File: src/rtl/clk_pkg.sv
// Shared types and helpers for the clock module's pulse/level conditioning blocks.
package clk_pkg;

    typedef enum logic [1:0] {
        P2L_IDLE = 2'd0,
        P2L_HOLD = 2'd1,
        P2L_GAP  = 2'd2
    } p2l_state_t;

    // Bits needed to hold values 0..n-1, never less than one.
    function automatic int p2l_clog2(input int n);
        int r;
        int v;
        r = 0;
        v = n - 1;
        while (v > 0) begin
            r = r + 1;
            v = v >> 1;
        end
        return (r < 1) ? 1 : r;
    endfunction

endpackage

File: src/rtl/p2l_load_counter.sv
// Loadable down-counter that saturates at zero; load takes priority over decrement.
module p2l_load_counter #(
    parameter int CNT_W = 3
) (
    input  logic             clk,
    input  logic             rst,
    input  logic             load,
    input  logic [CNT_W-1:0] load_val,
    input  logic             dec,
    output logic [CNT_W-1:0] cnt,
    output logic             is_one
);

    always_ff @(posedge clk or negedge rst) begin
        if (!rst) begin
            cnt <= '0;
        end else if (load) begin
            cnt <= load_val;
        end else if (dec && (cnt != '0)) begin
            cnt <= cnt - CNT_W'(1);
        end
    end

    assign is_one = (cnt == CNT_W'(1));

endmodule

File: src/rtl/pulse_to_level.sv
// Stretches single-cycle pulses on P into a timed level on L, with optional
// retrigger, post-hold lockout gap and busy/done status.
module pulse_to_level
    import clk_pkg::*;
#(
    parameter  int HOLD_CYCLES = 4,
    parameter  int GAP_CYCLES  = 0,
    parameter  int RETRIGGER   = 1,
    localparam int CNT_W = p2l_clog2(((HOLD_CYCLES > GAP_CYCLES) ? HOLD_CYCLES : GAP_CYCLES) + 1)
) (
    input  logic             clk,
    input  logic             rst,
    input  logic             en,
    input  logic             P,
    output logic             L,
    output logic             busy,
    output logic             done,
    output logic [CNT_W-1:0] remain
);

    localparam logic [CNT_W-1:0] HOLD_VAL = CNT_W'(HOLD_CYCLES);
    localparam logic [CNT_W-1:0] GAP_VAL  = CNT_W'(GAP_CYCLES);

    p2l_state_t       state;
    p2l_state_t       state_nxt;
    logic             cnt_load;
    logic [CNT_W-1:0] cnt_load_val;
    logic             cnt_dec;
    logic             cnt_is_one;
    logic             l_nxt;
    logic             busy_nxt;
    logic             done_nxt;

    p2l_load_counter #(
        .CNT_W(CNT_W)
    ) u_cnt (
        .clk     (clk),
        .rst     (rst),
        .load    (cnt_load),
        .load_val(cnt_load_val),
        .dec     (cnt_dec),
        .cnt     (remain),
        .is_one  (cnt_is_one)
    );

    always_ff @(posedge clk or negedge rst) begin
        if (!rst) begin
            state <= P2L_IDLE;
            L     <= 1'b0;
            busy  <= 1'b0;
            done  <= 1'b0;
        end else begin
            state <= state_nxt;
            L     <= l_nxt;
            busy  <= busy_nxt;
            done  <= done_nxt;
        end
    end

    // The counter is reloaded on every state change so remain always reads 0 in IDLE.
    always_comb begin
        state_nxt    = state;
        cnt_load     = 1'b0;
        cnt_load_val = '0;
        cnt_dec      = 1'b0;
        if (!en) begin
            state_nxt = P2L_IDLE;
            cnt_load  = 1'b1;
        end else begin
            case (state)
                P2L_IDLE: begin
                    if (P) begin
                        state_nxt    = P2L_HOLD;
                        cnt_load     = 1'b1;
                        cnt_load_val = HOLD_VAL;
                    end
                end
                P2L_HOLD: begin
                    if (P && (RETRIGGER != 0)) begin
                        cnt_load     = 1'b1;
                        cnt_load_val = HOLD_VAL;
                    end else if (cnt_is_one) begin
                        cnt_load = 1'b1;
                        if (GAP_CYCLES > 0) begin
                            state_nxt    = P2L_GAP;
                            cnt_load_val = GAP_VAL;
                        end else begin
                            state_nxt = P2L_IDLE;
                        end
                    end else begin
                        cnt_dec = 1'b1;
                    end
                end
                P2L_GAP: begin
                    if (cnt_is_one) begin
                        state_nxt = P2L_IDLE;
                        cnt_load  = 1'b1;
                    end else begin
                        cnt_dec = 1'b1;
                    end
                end
                default: begin
                    state_nxt = P2L_IDLE;
                    cnt_load  = 1'b1;
                end
            endcase
        end
    end

    // done marks only a hold that ran out; an en abort leaves HOLD silently.
    always_comb begin
        l_nxt    = (state_nxt == P2L_HOLD);
        busy_nxt = (state_nxt != P2L_IDLE);
        done_nxt = en && (state == P2L_HOLD) && (state_nxt != P2L_HOLD);
    end

endmodule

File: config.mk
export PLATFORM = sky130hd
export DESIGN_NAME = pulse_to_level
export DESIGN_NICKNAME = d
export VERILOG_FILES = /design/src/rtl/clk_pkg.sv /design/src/rtl/p2l_load_counter.sv /design/src/rtl/pulse_to_level.sv
export SDC_FILE = /design/constraint.sdc
export NUM_CORES = 1
export LEC_CHECK = 0
export CORE_AREA = 2 2 39 41
export DETAILED_ROUTE_END_ITERATION = 10
export DIE_AREA = 0 0 41 43
export GPL_ROUTABILITY_DRIVEN = 0
export SYNTH_ARGS = -nofsm -noshare
export SYNTH_HDL_FRONTEND = slang
export SYNTH_SLANG_ARGS = --single-unit
File: constraint.sdc
create_clock -name clk -period 2.5 [get_ports clk]
set_input_delay 0.625 -clock clk [delete_from_list [all_inputs] [get_ports clk]]
set_output_delay 0.625 -clock clk [all_outputs]
set_load 0.01 [all_outputs]
**Word-level counts from Yosys, hierarchy flattened**

Index checks and enable logic that the tools add are counted.

- Register bits after elaboration: 8
- Latch bits: 0
- Memory bits (writable): 0
- Memory bits (read-only): 0
- Input port bits: 4
- Output and inout port bits: 6
- Logic and storage cells: 38
- Memories kept: 0

- Add/subtract/negate cells: 1
- Multiply operators: 0
- Divide/modulo/power cells: 0
- Order comparisons: 0
- Equal/unequal tests: 5
- Shifts and indexed selects: 0
- Multiplexer cells: 19
- Bitwise operators: 0
- Reductions and logical operators: 8

Operator list:

| operator | number |
|---|---|
| two-way mux 3 bit | 5 |
| two-way mux 2 bit | 4 |
| two-way mux 1 bit | 7 |
| one-hot mux 2 bit (3 select lines) | 1 |
| equality test 2 x 1 -> 1 bit, second input constant | 2 |
| nonzero test 2 bit | 2 |
| equality test 3 x 1 -> 1 bit, second input constant | 1 |
| logical AND 1 bit | 3 |
| one-hot mux 1 bit (3 select lines) | 1 |
| nonzero test 3 bit | 1 |
| subtractor 3 x 1 -> 3 bit, second input constant | 1 |
| equality test 2 bit, second input constant | 1 |
| logical NOT 2 bit | 1 |
| != test 2 x 1 -> 1 bit, second input constant | 1 |
| one-hot mux 1 bit (2 select lines) | 1 |
| OR reduction 2 bit | 1 |

**Longest topological paths before layout**

Gate-level depths: netlist of the first run.

- Depth after elaboration: 8
- Depth in mapped cells: 6
- Mapped depth without buffers: 6

**Hierarchy**

Synthesis of the first run repeated with hierarchy kept, for this count alone.

- Cell total of the unflattened synthesis: 59
- Area, all modules: 566.8 um^2

Modules (own cells, without submodules):

| module | instances | cells an instance | area an instance (um^2) | sequential area each (um^2) |
|---|---|---|---|---|
| pulse_to_level | 1 | 35 | 345.3 | 125.1 |
| p2l_load_counter | 1 | 24 | 221.5 | 75.1 |

**Worst setup path after synthesis of the first run**

Ideal clock, no wire load.

- Kind: reg2reg
- Start point: register state[1]
- End point: register u_cnt.cnt[1]
- Setup time: 111 ps
- Data arrival time: 1468 ps
- Required time: 2389 ps
- Slack: 921 ps
- Stages on the path, launching flop included: 6
- Buffers on the path: 0
- Clock period less this slack: 1579 ps
- Path through: dfrtp_1 -> inv_1 -> ha_1 -> nor2b_2 -> o211a_4 -> a2111oi_2

- Word-level cells in the longest chain between the ends: 5
- Elaborated cells on any way between the ends: 13
- Classes of those cells: eq/ne: 2; mux: 7; reduce/logical: 4

RTL lines:

| element | line | source |
|---|---|---|
| from (decl) | pulse_to_level.sv:24 | `p2l_state_t state;` |
| from (signal assigned) | pulse_to_level.sv:53 | `state <= state_nxt;` |
| equality test 2 bit, or another cell as far along | pulse_to_level.sv:70 | `case (state)` |
| one-hot mux 1 bit (2 select lines) / OR reduction 2 bit (equally long branches) | -- |  |
| two-way mux 1 bit / two-way mux 3 bit (equally long branches) | -- |  |
| logical AND 1 bit / two-way mux 3 bit (equally long branches) | p2l_load_counter.sv:19, pulse_to_level.sv:66 |  |
| nonzero test 2 bit (no source line) / two-way mux 3 bit (equally long branches) | -- |  |
| to (signal assigned) | p2l_load_counter.sv:18 | `cnt <= load_val;` |
| to (signal assigned) | p2l_load_counter.sv:20 | `cnt <= cnt - CNT_W'(1);` |
| to (decl) | p2l_load_counter.sv:10 | `output logic [CNT_W-1:0] cnt,` |

Parallel ways exist; a longest one is shown, timed or not.
A chain may end at the register's enable or synchronous reset.

**Worst setup path in the final report of the first run**

- Start point: register u_cnt.cnt[0]
- End point: output remain[0]

RTL lines:

| element | line | source |
|---|---|---|
| to (decl) | pulse_to_level.sv:18 | `output logic [CNT_W-1:0] remain` |

No word-level cell between the ends.

==> run metrics, run 1 <==
Tot Pwr=313.0 uW; antenna violations before repair=0; kind of end point of the critical path=output port; startpoint type of the worst setup path=flip-flop; Netlist cell types=26; Ys Warns=0; H-tree levels=1; Clock Skews=0.0006510 ns; routed wl met3=33 um; Max Buffers Root-to-Sink=2; Max Cap Viol=0; antenna-violating nets left=0; final setup violation count=0; Core Box Area=between 1000 and 1500 um2; cell family with most CP delay=buffers and inverters; vias per inst=5.253; largest family of logic cells by synthesized area=compound AO/OA/AOI/OAI gates; Min-Delay Path Class=reg2reg; simple-gate portion of the synthesized area=roughly 18%; worst skew pair latency=~0.25 ns; Die ar.=between 1500 and 2000 um2; post-synthesis sequential area ratio=roughly 37%; max frequency=0.5374 GHz; first-pass GRT wire length=between 1500 and 2000 um; mux cell area share after synthesis=0%; Initial Util=between 30% and 40%; clk sinks=8; port bufs=9; CP required=between 1.5 and 2 ns; Area Growth Syn to Fin=24.37%; P per Cell Area=around 460 nW/um2; Crit-path slowest cell=clkdlybuf4s50_1; synthesized cell area=544.3 um2; Tcrit/Tclk final=74.43%; slowest cell delay on critical path=0.56 ns; final wirelength=just over 1000 um; initial DRC count=6; FF+latch count, synth=8; DR top layer=met3; Syn Inst Count=55; Fillers=142; Leakage=a little over 0.0003 uW; Mean Syn Cell Area=9.896 um2; share of cells above drive strength 1=10.45%; Nets=80; total track usage=14.85%; mean routed wirelength per cell=around 12 um; antenna diode count=0; compound-cell area share of the yosys netlist=between 20% and 30%; WS Path Type=reg2out; Die H=43 um; crit-path max FO=4; Post-Synth XOR/XNOR Area=around 3.2%; total CTS buffers=3; CTS clk-pin slew, worst paths=0.05 ns; largest net degree at the start of global routing=9; post-synthesis adder-cell area fraction=16.09%; Post CTS Setup Buffer Count=0; Rel. slew slack=between 70 and 80%; multi-input logic area=roughly 330 um2; outcome=complete, no violations; row count=14; M1 WL=491 um; register area=200.2 um2; worst-path cell chain=clkdlybuf4s50_1; DR pass1 iterations=4; worst-margin pin slew=0.3617 ns; Ports=10; Die Span X=41 um; syn nets=66; crit path time final=about 1.9 ns; grt ovf=0; CP arrival=1.24 ns; DP HPWL=810.7 um; Post-CTS Hold Buffers=0; VDD IR max=235.0 uV; Fin. Hold Viols=0; RSZ-0062 raised after global routing=no; DRC=0; DR WL met2=497 um; CP bufs+invs=1; vias in the first global route=402; setup TNS=0 ns; Via Count=between 400 and 500; post-layout util=48.92%; CTS tree=yes; post-CTS sizing=0; CTS Root Cell=clkbuf_4; Max Slew Vio Count=0
==> final timing paths <==
path	endpoint	start	slack (ns)	cells past startpoint
setup / recovery	remain[0]	u_cnt.cnt[0]$_DFFE_PN0P_	0.64	1
hold / removal	u_cnt.cnt[1]$_DFFE_PN0P_	u_cnt.cnt[1]$_DFFE_PN0P_	0.63	2
setup reg to reg	u_cnt.cnt[1]$_DFFE_PN0P_	state[1]$_DFF_PN0_	0.73	5
hold reg to reg	u_cnt.cnt[1]$_DFFE_PN0P_	u_cnt.cnt[1]$_DFFE_PN0P_	0.63	2
max in group asynchronous	u_cnt.cnt[2]$_DFFE_PN0P_	rst	1.59	1
min in group asynchronous	L$_DFF_PN0_	rst	0.65	1
==> state kept, by name, summed over array words and instances (netlist names) <==
name / cells
done: 1
L: 1
state: 2
busy: 1
u_cnt.cnt: 3
==> cells by family (layout without fill, tap and decap cells) <==
| logic type | after synthesis | count (layout) |
|---|---|---|
| buf+inv | 4 | 16 |
| flops | 8 | 8 |
| simple gates | 19 | 19 |
| compound gates | 15 | 15 |
| xor+xnor | 2 | 2 |
| fa+ha+maj | 7 | 7 |
==> metrics by stage <==
step | instances | hold WS [ns] | worst slack (ns) | instance area, um2
after detailed placement | 80 | 0.6277 | 0.4765 | 654.4
after global placement | 80 | 0.6156 | 0.4615 | 654.4
after floorplan | 55 | 0.3294 | 0.9208 | 544.3
after CTS | 83 | 0.6334 | 0.6238 | 676.9
final | 83 | 0.6322 | 0.6391 | 676.9
after global routing | 83 | 0.6666 | 0.5915 | 676.9
==> cell type report <==
type	count	share of cell area (%)
clock buffer	3	3.327
sequential	8	29.57
timing repair buffer	9	13.31
tap	16	2.957
multi-input combinational	43	48.61
inverter	4	2.218
==> cells in the mapped netlist (all sizes together) <==
master,number,share of area [%]
a21oi,2,1.8
inv,4,2.8
o22ai,1,1.2
nor2b,4,5.1
o31ai,3,4.1
or4,1,1.4
o21bai,1,1.4
nor3,1,0.92
and2b,1,1.4
o311a,2,3.7
o21ai,2,1.8
xnor2,1,1.6
nor2,4,2.8
o211ai,1,1.4
xor2,1,1.6
and2,1,1.4
a2111oi,1,2.8
nand2,5,3.4
ha,7,16
o211a,1,3.2
dfrtp,8,37
nand3,1,0.92
o21a,1,1.4
nand2b,1,1.2
==> where the power goes <==
group / total [uW] / internal (uW) / switching [uW]
clock: 98.5 / 54.9 / 43.6
combinational: 69.5 / 34.0 / 35.5
sequential: 145 / 138 / 7.19
total: 313 / 227 / 86.3
==> layout by cell type, fill, tap and decap left out, types with 2 or more instances in the layout <==
| master | netlist | routed |
|---|---|---|
| nand2_1 | 5 | 5 |
| ha_1 | 7 | 7 |
| o311a_1 | 2 | 2 |
| inv_1 | 4 | 4 |
| nor2b_1 | 3 | 3 |
| nor2_1 | 4 | 4 |
| clkdlybuf4s50_1 | 0 | 9 |
| a21oi_1 | 2 | 2 |
| dfrtp_1 | 8 | 8 |
| clkbuf_4 | 0 | 3 |
| o31ai_1 | 3 | 3 |
==> routing by layer <==
layer / up-vias / global-route usage [%]
li1: 222 / -
met5: - / 0
met2: 12 / 21.25
met4: 0 / 6.000
met1: 202 / 19.02
met3: 0 / 6.283
Note: power is estimated with default switching activity, not from simulation.
==> inputs of run 2 (changes only) <==
--- a/config.mk
+++ b/config.mk
@@ -9,6 +9,7 @@
 export DETAILED_ROUTE_END_ITERATION = 10
 export DIE_AREA = 0 0 41 43
 export GPL_ROUTABILITY_DRIVEN = 0
+export PLACE_DENSITY = 0.67
 export SYNTH_ARGS = -nofsm -noshare
 export SYNTH_HDL_FRONTEND = slang
 export SYNTH_SLANG_ARGS = --single-unit
==> constraint.sdc (replaced) <==
create_clock -name clk -period 1.6 [get_ports clk]
set_input_delay 0.4 -clock clk [delete_from_list [all_inputs] [get_ports clk]]
set_output_delay 0.4 -clock clk [all_outputs]
set_load 0.01 [all_outputs]
==> run metrics, run 2 (synthesis results as in run 1) <==
Ports=10 (unchanged); mean routed wirelength per cell=13.56 um (+10%); CTS clk-pin slew, worst paths=0.06 ns (about the same); vias in the first global route=471 (+17%); antenna-violating nets left=0 (unchanged); startpoint type of the worst setup path=flip-flop; share of cells above drive strength 1=28.57% (+18 points); worst-margin pin slew=0.3781 ns (+0.01640 ns); Min-Delay Path Class=in2async; DP HPWL=913.1 um (+13%); total track usage=17.09% (+2.2 points); CTS Root Cell=clkbuf_4; grt ovf=0 (unchanged); Initial Util=39.33% (unchanged); Die Span X=41 um (unchanged); Core Box Area=1384 um2 (unchanged); final wirelength=1261 um (+23%); worst-path cell chain=inv_1 -> ha_2 -> nor2_1 -> nor2_2 -> a21oi_1 -> o311a_1; Max Slew Vio Count=0 (unchanged); final setup violation count=0 (unchanged); Via Count=492 (+13%); row count=14 (unchanged); Fin. Hold Viols=0 (unchanged); VDD IR max=291.2 uV (+24%); Max Buffers Root-to-Sink=2 (unchanged); total CTS buffers=3 (unchanged); Nets=90 (+13%); post-layout util=55.97% (+7.1 points); commonest non-fill, non-tap cell in the layout=buf_4; port bufs=9 (unchanged); WS Path Type=reg2reg; GRT met2 Usage=27.50% (+6.3 points); Post-CTS Hold Buffers=0 (unchanged); M3 GR Usage=4.712% (-1.6 points); DR pass1 iterations=4 (unchanged); worst skew pair latency=0.25 ns (about the same); P per Cell Area=672.2 nW/um2 (+45%); Area Growth Syn to Fin=42.30%; worst reg2reg setup slack=0.07 ns (-0.66 ns); clk sinks=8 (unchanged); initial DRC count=14 (+8); DRC=0 (unchanged); CP required=1.74 ns (-0.14 ns); biggest registers after layout=u_cnt.cnt x3, state x2; vias per inst=5.290 (+0.71%); H-tree levels=1 (unchanged); CP arrival=1.67 ns (+0.43 ns); Tcrit/Tclk final=95.90%; outcome=complete, no violations; Rel. slew slack=74.72% (-1.1 points); WHS=0.4264 ns (-0.2058 ns); crit path time final=1.534 ns; first-pass GRT wire length=1966 um (+12%); Crit-path slowest cell=dfrtp_1; Max Cap Viol=0 (unchanged); crit-path max FO=5 (+1); most frequent cells in the layout=buf_4, dfrtp_1, clkdlybuf4s50_1; largest net degree at the start of global routing=9 (unchanged); Leakage=0.0003719 uW (+22%); max frequency=0.6517 GHz; Largest register FFs=3 (unchanged); Die H=43 um (unchanged); Die ar.=1763 um2 (unchanged); Reg with most FFs=u_cnt.cnt; met1 usage=18.71% (-0.31 points); slowest cell delay on critical path=0.43 ns (-0.13 ns); GRT Max-Usage Layer=met2; antenna diode count=0 (unchanged); kind of end point of the critical path=flip-flop; CTS tree=yes; antenna violations before repair=0 (unchanged); Clock Skews=0.002099 ns (+0.001448 ns)
run 2: final timing paths:
path / end / startpoint / depth (start not counted)
min in group clk: u_cnt.cnt[2]$_DFFE_PN0P_ / u_cnt.cnt[2]$_DFFE_PN0P_ / 2
worst min-delay path: u_cnt.cnt[2]$_DFFE_PN0P_ / rst / 1
worst max-delay path: done$_DFF_PN0_ / state[0]$_DFF_PN0_ / 6
max in group asynchronous: state[1]$_DFF_PN0_ / rst / 1
worst max register to register: done$_DFF_PN0_ / state[0]$_DFF_PN0_ / 6
worst min register to register: u_cnt.cnt[2]$_DFFE_PN0P_ / u_cnt.cnt[2]$_DFFE_PN0P_ / 2
run 2: timing repair:
action | 4_1_cts | 5_1_grt
gates resized for setup | 3 | 6
setup buffers | 0 | 1
endpoints found under the setup margin | 3 | 4
pin swaps | 0 | 1
run 2: power breakdown:
group,switching (uW),internal [uW]
Clock,75.1,86.3
Sequential,8.76,215
Combinational,68.2,67.1
Total,152,369
run 2: layer usage:
layer	up-vias	part of all wire, %
met1	230	42
met2	18	52
met3	2	4.1
met5	-	0
li1	242	-
met4	0	1.5
run 2: stage by stage:
| step | cell area, um2 | TNS, ns | worst slack (ns) | power [uW] | std cells |
|---|---|---|---|---|---|
| finish | 774.5 | 0 | 0.06559 | 520.6 | 93 |
| global route | 774.5 | -0.03133 | -0.01908 | 554.4 | 93 |
| global placement | 721.9 | -0.5989 | -0.1528 | 354.5 | 89 |
| CTS | 740.7 | 0 | 0.004432 | 519.4 | 92 |
| floorplan | 544.3 | 0 | 0.02083 | 292.5 | 55 |
| detailed placement | 721.9 | -0.8718 | -0.2047 | 358.4 | 89 |
run 2: cell type report:
cell class	count	area, um2
multi-input combinational	43	355.3
sequential	8	200.2
tap	16	20.02
inverter	4	15.01
timing repair buffer	19	161.4
clock buffer	3	22.52
fill	133	609.3
run 2: critical path: cells and delay by family (launching register included):
kind	cells	cell delay, ns
adders and majority gates	1	0.23
and+or+nand+nor	2	0.23
AOI/OAI and AO/OA	2	0.44
DFF	1	0.43
buffers and inverters	1	0.10
==> inputs of run 3 (changes only) <==
--- a/config.mk
+++ b/config.mk
@@ -6,6 +6,7 @@
 export NUM_CORES = 1
 export LEC_CHECK = 0
 export CORE_AREA = 2 2 39 41
+export CTS_BUF_LIST = sky130_fd_sc_hd__clkbuf_16
 export DETAILED_ROUTE_END_ITERATION = 10
 export DIE_AREA = 0 0 41 43
 export GPL_ROUTABILITY_DRIVEN = 0
==> run metrics, run 3 (synthesis results as in run 1) <==
VDD IR max=455.3 uV (+56%); crit-path max FO=5 (unchanged); Rel. slew slack=74.67% (about the same); vias per inst=5.161 (-2.4%); mean routed wirelength per cell=14.26 um (+5.2%); DR pass1 iterations=4 (unchanged); WHS=0.4564 ns (+0.02995 ns); first-pass GRT wire length=2049 um (+4.2%); Ports=10 (unchanged); final wirelength=1326 um (+5.2%); Fin. Hold Viols=0 (unchanged); DRC=0 (unchanged); grt ovf=0 (unchanged); Max Buffers Root-to-Sink=2 (unchanged); CTS clk-pin slew, worst paths=0.04 ns (-0.02 ns); Reg-to-Reg Start=state[1]$_DFF_PN0_; CP arrival=1.67 ns (about the same); final std cells w/o fill=93 (unchanged); Clock Skews=0.001942 ns (-0.0001572 ns); Post-DP Area=721.9 um2 (unchanged); Largest register FFs=3 (unchanged); initial DRC count=8 (-6); DP HPWL=913.1 um (unchanged); row count=14 (unchanged); vias in the first global route=473 (+0.42%); final setup violation count=0 (unchanged); H-tree levels=1 (unchanged); Tcrit/Tclk final=96.44% (+0.54 points); Min-Delay Path Class=in2async; most frequent cells in the layout=buf_4, dfrtp_1, nand2_1, ha_1, clkdlybuf4s50_1; slowest cell delay on critical path=0.52 ns (+0.09 ns); CTS tree=yes; cells on worst reg2reg path=5 (-1); Nets=90 (unchanged); Fillers=120 (-9.8%); kind of end point of the critical path=flip-flop; CP bufs+invs=2 (+1); antenna diode count=0 (unchanged); final instance area=842.1 um2 (+8.7%); Die Span X=41 um (unchanged); Area Growth Syn to Fin=54.71%; CTS Root Cell=clkbuf_16; share of cells above drive strength 1=29.87% (+1.3 points); Via Count=480 (-2.4%); worst-margin pin slew=0.3788 ns (+0.0007776 ns); Core Box Area=1384 um2 (unchanged); outcome=complete, no violations; max frequency=0.6481 GHz (-0.56%); RR Endpoint=L$_DFF_PN0_; Initial Util=39.33% (unchanged); Leakage=0.0004173 uW (+12%); post-layout util=60.85% (+4.9 points); Max Cap Viol=0 (unchanged); antenna-violating nets left=0 (unchanged); total CTS buffers=3 (unchanged); crit path time final=1.543 ns (+0.008640 ns); Max Slew Vio Count=0 (unchanged); clk sinks=8 (unchanged); biggest registers after layout=u_cnt.cnt x3, state x2; multi-input logic area=364.1 um2 (+2.5%); worst reg2reg setup slack=0.06 ns (about the same); worst-path cell chain=inv_1 -> ha_2 -> buf_4 -> or4_1 -> o31ai_1; worst skew pair latency=0.23 ns (-0.02 ns); P per Cell Area=938.6 nW/um2 (+40%); dpl cells=89 (unchanged); Die H=43 um (unchanged); Crit-path slowest cell=or4_1; total track usage=18.19% (+1.1 points); WS Path Type=reg2reg; cell family with most CP delay=simple AND/OR/NAND/NOR gates; commonest non-fill, non-tap cell in the layout=buf_4; largest net degree at the start of global routing=9 (unchanged); Critical Path Start=state[1]$_DFF_PN0_; Die ar.=1763 um2 (unchanged); Reg with most FFs=u_cnt.cnt; CP required=1.72 ns (-0.02 ns); register area=200.2 um2 (unchanged); startpoint type of the worst setup path=flip-flop; setup TNS=0 ns (unchanged); port bufs=9 (unchanged); RSZ-0062 raised after global routing=yes; antenna violations before repair=0 (unchanged)
-- run 3: cell types whose count changed in the layout (fill, tap and decap cells not counted) --
cell,previous run,this run
nor2b_2,2,1
clkbuf_16,0,3
nor2b_4,0,1
a21oi_1,2,1
clkdlybuf4s50_1,6,5
a21oi_2,0,1
dlymetal6s2s_1,0,2
clkbuf_4,3,0
dlygate4sd2_1,3,2
-- run 3: final cells by class --
class	count	share of cell area, %
clock buffers	3	8.915
well taps	16	2.377
repair buffers	19	19.91
multi-input cells	43	43.24
flip-flops and latches	8	23.77
inverters	4	1.783
-- run 3: worst max-delay path by stage --
| stage | endpoint | slack, ns | cells past startpoint |
|---|---|---|---|
| 6_report | L$_DFF_PN0_ | 0.06 | 5 |
| 3_5_place_dp | u_cnt.cnt[1]$_DFFE_PN0P_ | -0.20 | 4 |
| 4_1_cts | remain[2] | 0.01 | 1 |
| 5_1_grt | u_cnt.cnt[1]$_DFFE_PN0P_ | -0.02 | 6 |
| 2_1_floorplan | u_cnt.cnt[1]$_DFFE_PN0P_ | 0.02 | 5 |
| 3_3_place_gp | u_cnt.cnt[1]$_DFFE_PN0P_ | -0.15 | 4 |
-- run 3: report_power, final --
part	total [uW]	switching (uW)	internal (uW)
Combinational	142	71.6	70.5
Sequential	225	8.95	216
Clock	423	101	323
-- run 3: what timing repair did --
item                       4_1_cts  5_1_grt
setup buffers                    0        1
resized for setup                3        9
setup endpoints to repair        3        6
hold buffers                     0        0
-- run 3: through the flow --
step	setup WS [ns]	total power, uW
after floorplan	0.02083	292.5
after global placement	-0.1528	354.5
after detailed placement	-0.2047	358.4
after CTS	0.01207	786.4
after global routing	-0.01971	828.0
final	0.05695	790.3
-- run 3: routing by layer --
metal  vias to the layer above  share of wire, %  GRT usage [%]  wire length, um
li1                        240                 -              -                -
met1                       228                41          19.35              544
met2                        10                54          29.38              721
met3                         2               2.9          4.712               38
met4                         0               1.7          12.00               22
met5                         -                 0              0                0
-- run 3: worst reg2reg max path: cells and delay by family, from the launching register on --
family | cells | cell delay [ns]
AO/OA/AOI/OAI | 1 | 0.09
AND/OR/NAND/NOR | 1 | 0.52
flip-flops | 1 | 0.40
adder cells (fa/ha/maj) | 1 | 0.20
buffers and inverters | 2 | 0.23
